`src/rtl/led_seq_mc.sv`:
```
// led_seq_mc: N-channel LED sequencer with OFF/ON/SINGLE/LOOP flash bursts on a shared prescaler tick
module led_seq_mc #(
  parameter int N   = 3,
  parameter int DW  = 20,
  parameter int GAP = 4
) (
  input  logic           clk,
  input  logic           rst,
  output logic [N-1:0]   led,
  input  logic [2*N-1:0] cfg_mode,
  input  logic [4*N-1:0] cfg_cnt,
  input  logic [N-1:0]   go,
  output logic [N-1:0]   rdy
);
  localparam logic [2:0] S_IDLE = 3'd0;
  localparam logic [2:0] S_WAIT = 3'd1;
  localparam logic [2:0] S_FON  = 3'd2;
  localparam logic [2:0] S_FOFF = 3'd3;
  localparam logic [2:0] S_GAP  = 3'd4;
  localparam logic [3:0] LAST   = 4'(GAP - 1);
  logic [DW-1:0] pre;
  logic tick;
  assign tick = &pre;
  always_ff @(posedge clk) pre <= rst ? '0 : pre + DW'(1);
  for (genvar c = 0; c < N; c++) begin : g_ch
    logic [2:0] st, nst;
    logic [1:0] md, nmd, mi;
    logic [3:0] cn, ncn, ci, fc, nfc, gc, ngc;
    logic ld, bs, nbs, l, r;
    assign mi  = cfg_mode[2*c +: 2];
    assign ci  = cfg_cnt[4*c +: 4];
    assign ld  = go[c] & r;
    assign nmd = ld ? mi : md;
    assign ncn = ld ? ci : cn;
    assign bs  = (st != S_IDLE) & (md == 2'b10);
    assign nbs = (nst != S_IDLE) & (nmd == 2'b10);
    assign led[c] = l;
    assign rdy[c] = r;
    // a load always beats a coincident tick, so the old state never advances
    always_comb begin
      nst = st;
      nfc = fc;
      ngc = 4'd0;
      if (ld) begin
        nst = mi[1] ? S_WAIT : S_IDLE;
        nfc = mi[1] ? ci : 4'd0;
      end else if (tick) begin
        if (st == S_WAIT || st == S_FOFF) nst = (fc != 4'd0) ? S_FON : S_GAP;
        else if (st == S_FON) begin
          nst = S_FOFF;
          nfc = fc - 4'd1;
        end else if (st == S_GAP) begin
          if (gc == LAST) begin
            nst = ~md[0] ? S_IDLE : (cn != 4'd0) ? S_FON : S_GAP;
            nfc = md[0] ? cn : 4'd0;
          end else ngc = gc + 4'd1;
        end
      end else if (st == S_GAP) ngc = gc;
    end
    always_ff @(posedge clk) begin
      if (rst) begin
        st <= S_IDLE;
        md <= 2'b00;
        cn <= 4'd0;
        fc <= 4'd0;
        gc <= 4'd0;
        l  <= 1'b0;
        r  <= 1'b1;
      end else begin
        st <= nst;
        md <= nmd;
        cn <= ncn;
        fc <= nfc;
        gc <= ngc;
        l  <= (st == S_FON) | ((st == S_IDLE) & (md == 2'b01));
        r  <= ~(bs | nbs);
      end
    end
  end
endmodule

```
`config.mk`:
```
export PLATFORM = sky130hd
export DESIGN_NAME = led_seq_mc
export DESIGN_NICKNAME = d
export VERILOG_FILES = /design/src/rtl/led_seq_mc.sv
export SDC_FILE = /design/constraint.sdc
export NUM_CORES = 1
export LEC_CHECK = 0
export ABC_AREA = 1
export CORE_MARGIN = 4
export CORE_UTILIZATION = 35
export CTS_CLUSTER_DIAMETER = 30
export DETAILED_ROUTE_END_ITERATION = 8
export PLACE_DENSITY = 0.56
export SKIP_LAST_GASP = 1
export SYNTH_ARGS = -nofsm -noshare
export SYNTH_HDL_FRONTEND = slang
export SYNTH_SLANG_ARGS = --single-unit
export TNS_END_PERCENT = 1
```
`constraint.sdc`:
```
create_clock -name clk -period 1.6 [get_ports clk]
set_input_delay 0.32 -clock clk [delete_from_list [all_inputs] [get_ports clk]]
set_output_delay 0.32 -clock clk [all_outputs]
set_load 0.01 [all_outputs]
```
==> results.toml <==
[timing]
fin_crit_ns = 1.720
post-route-period-util = 1.075
finClkSkew_ns = 0.009249
finalHoldViolCount = 0
slew_headroom = 0.7694
grt_setup_unrepaired = "yes"
max_freq_ghz = 0.5813
worst_slack_ns = -0.1202
setup_violations = 28
drv_slew = 0
tightest_slew_ns = 0.3452
finalHoldWorstSlack_ns = 0.4853
fin_setup_tns_ns = -1.548

[logic_synthesis]
netlist_top_cells_area = "dfxtp_1 39%, nand2_1 12%, nand3_1 7.7%, inv_1 6.6%, a21oi_1 6.5%"
synth_top_cell_by_area = "dfxtp_1"
ys.flop_type = "dfxtp_1"
synth_area_per_cell_sq_um = 6.819
yosys_warnings = 0
ys_types = 35
netlist.area_leader.share = 0.3864
syn-cell-area_sq_mm = 0.003989
synth-seq-cells = 77
synth-edff-count = 0
synth_common_cells = "124 x nand2_1, 77 x dfxtp_1, 70 x inv_1"
synth-async-reset-ratio = 0
syn_inst = 585
syn-num-nets = 615
ys_seq_area_frac = 0.3864
synth_most_common_cell = "nand2_1"

[detailed_routing]
antenna_left = 0
drt-wirelength-per-cell_um = 12.33
firstDrtPassIters = 4
drt_wl_total_um = 10160
drc = 0
avgViaCountPerCell = 4.907
initialDrtViolationCount = 179
num_vias = 4043

[floorplan]
start_util = 0.3632
core_sq_mm = 0.01098
fp-row-count = 38
die_w_um = 114.8
die_area_sq_mm = 0.01317
ios = 29
die_h_um = 114.8

[power_and_ir_drop]
p_int_w = 0.003421
p_switching_w = 0.001133
power_density_mw_per_mm2 = 853.1
ir_worst_vdd_mv = 0.4163
pwr-share-clk = 0.447
p_seq_frac = 0.446
switching_share = 0.2487
pwr-share-comb = 0.107
p_leak_nw = 2.300

[flow_run]
maxCapViolations = 0

[setup_path]
worstSetupPathType = "reg2reg"
cp.required_ns = 1.83
end_kind = "flop"
critPathArrivalTime_ns = 1.95
r2r_slack_ns = -0.12
startpoint_type = "flop"
path_max_fanout = 7
r2r-end = "g_ch[0].fc[0]$_SDFFE_PP0P_"
timing.rr.start = "pre[1]$_SDFF_PP0_"
worst-r2r-cell-count = 11

[clocking]
cts_hold_buffers = 0
htree_levels = 3
numCtsBuffers = 9
clock_sinks = 77
clock_latency_ns = 0.34
cts-root-buf = "clkbuf_16"
clk_pin_slew_ns = 0.06
clock_path_buffers = 2
cts_tree = "built"

[grt]
grt_pass1_vias = 3899
grt_pass1_wl_um = 17050
antenna_found_initial = 0
gr-usage-all-layers = 0.1590
grt_use_met1 = 0.2012
grt.busiest_layer = "met2"
met3_usage = 0.02632
grt_max_degree = 26
grt_remaining_overflow = 0
grt_use_met2 = 0.2678

[status]
violations = "setup timing"
outcome = "complete, but fails checks"

[place]
gp_congestion = 0.8236
io_buffers = 28
dpl_cell_area_sq_mm = 0.004858
place_inst = 802
place_hpwl_um = 7317

[final_layout]
syn_to_final_growth_pct = 33.81
antenna_cells = 0
regArea_sq_mm = 0.001544
final_nets = 709
drive_gt1_frac = 0.1901
fin_cells = 824
fillCellCount = 1113
multi_input_area_sq_mm = 0.002208
final_area_sq_mm = 0.005338

[min_path]
hold_class = "reg2reg"
hp-start = "g_ch[2].cn[2]$_SDFFE_PP0P_"
whs_path_depth = 2
min_to = "g_ch[2].cn[2]$_SDFFE_PP0P_"
==> per-layer routing <==
metal  share of wire  wire length (um)
met1            0.47              4780
met3           0.024               243
met4           0.020               199
met2            0.49              4939
met5               0                 0
==> worst max path at each step <==
stage,from,endpoint,slack (ns),cells past startpoint
after global routing,pre[1]$_SDFF_PP0_,g_ch[2].fc[3]$_SDFFE_PP0P_,-0.23,10
after detailed placement,pre[0]$_SDFF_PP0_,g_ch[2].fc[1]$_SDFFE_PP0P_,-0.28,11
final,pre[1]$_SDFF_PP0_,g_ch[0].fc[0]$_SDFFE_PP0P_,-0.12,11
after CTS,pre[1]$_SDFF_PP0_,g_ch[0].fc[0]$_SDFFE_PP0P_,-0.16,11
after global placement,pre[0]$_SDFF_PP0_,g_ch[2].fc[1]$_SDFFE_PP0P_,-0.28,11
after floorplan,pre[0]$_SDFF_PP0_,g_ch[2].fc[1]$_SDFFE_PP0P_,0.004,10
==> worst max-delay path, cell delays in order (launching register included) <==
cell and delay [ns]:
dfxtp_2 0.35, ha_4 0.15, nand2_4 0.06, nor2_4 0.12, nand3_4 0.11, nor3b_4 0.26
buf_4 0.16, o21ai_2 0.05, nand2_2 0.14, inv_2 0.07, nor2_2 0.10, nor2_1 0.05
==> cell families (layout without fill, tap and decap cells) <==
kind of cell | after synthesis | after routing | synth area share
buffers and inverters | 90 | 188 | 0.09222
and+or+nand+nor | 281 | 282 | 0.3162
adders and majority gates | 7 | 7 | 0.02196
AOI/OAI and AO/OA | 119 | 119 | 0.1590
xor gates and xnor gates | 11 | 11 | 0.02415
DFF | 77 | 77 | 0.3864
==> stage by stage <==
stage,setup WS [ns],util,total power (W)
2_1_floorplan,0.003615,-,0.002332
3_3_place_gp,-0.2814,0.4424,0.002533
3_5_place_dp,-0.2761,0.4424,0.002539
4_1_cts,-0.1583,0.4787,0.004589
5_1_grt,-0.2276,0.4860,0.004752
6_report,-0.1202,0.4860,0.004554
==> cell type report <==
class / instances / share of cell area
Clock inverter: 5 / 0.01149
Clock buffer: 11 / 0.04360
Sequential cell: 77 / 0.2893
Multi-Input combinational cell: 419 / 0.4137
Tap cell: 140 / 0.03282
Inverter: 73 / 0.05134
Timing Repair Buffer: 99 / 0.1578
==> state kept, by name, summed over array words and instances (netlist names) <==
register	flops
g_ch.gc	12
g_ch.r	3
g_ch.cn	12
g_ch.l	3
g_ch.fc	12
pre	20
g_ch.st	9
g_ch.md	6
==> placed cells by master, fill, tap and decap left out, drive strengths merged, types with 7 or more instances in the layout <==
cell type	instances
nor2	73
o21ai	53
xor2	7
clkbuf	11
a21oi	52
dfxtp	77
buf	71
nand4	7
inv	72
nand3	63
nand2	130
clkdlybuf4s50	28
ha	7
==> power groups by stage <==
stage	clock, W	combinational [W]	sequential [W]
2_1_floorplan	0	0.000275	0.00206
3_3_place_gp	0	0.000466	0.00207
3_5_place_dp	0	0.000472	0.00207
4_1_cts	0.00208	0.000481	0.00203
5_1_grt	0.00217	0.000550	0.00204
6_report	0.00204	0.000488	0.00203
==> repair_timing <==
item	CTS	global route
buffers inserted	4	1
gates resized for setup	14	20
hold endpoints to repair	0	0
gates cloned	1	0
setup endpoints to repair	38	42
pin swaps	8	13
Note: power is estimated with default switching activity, not from simulation.
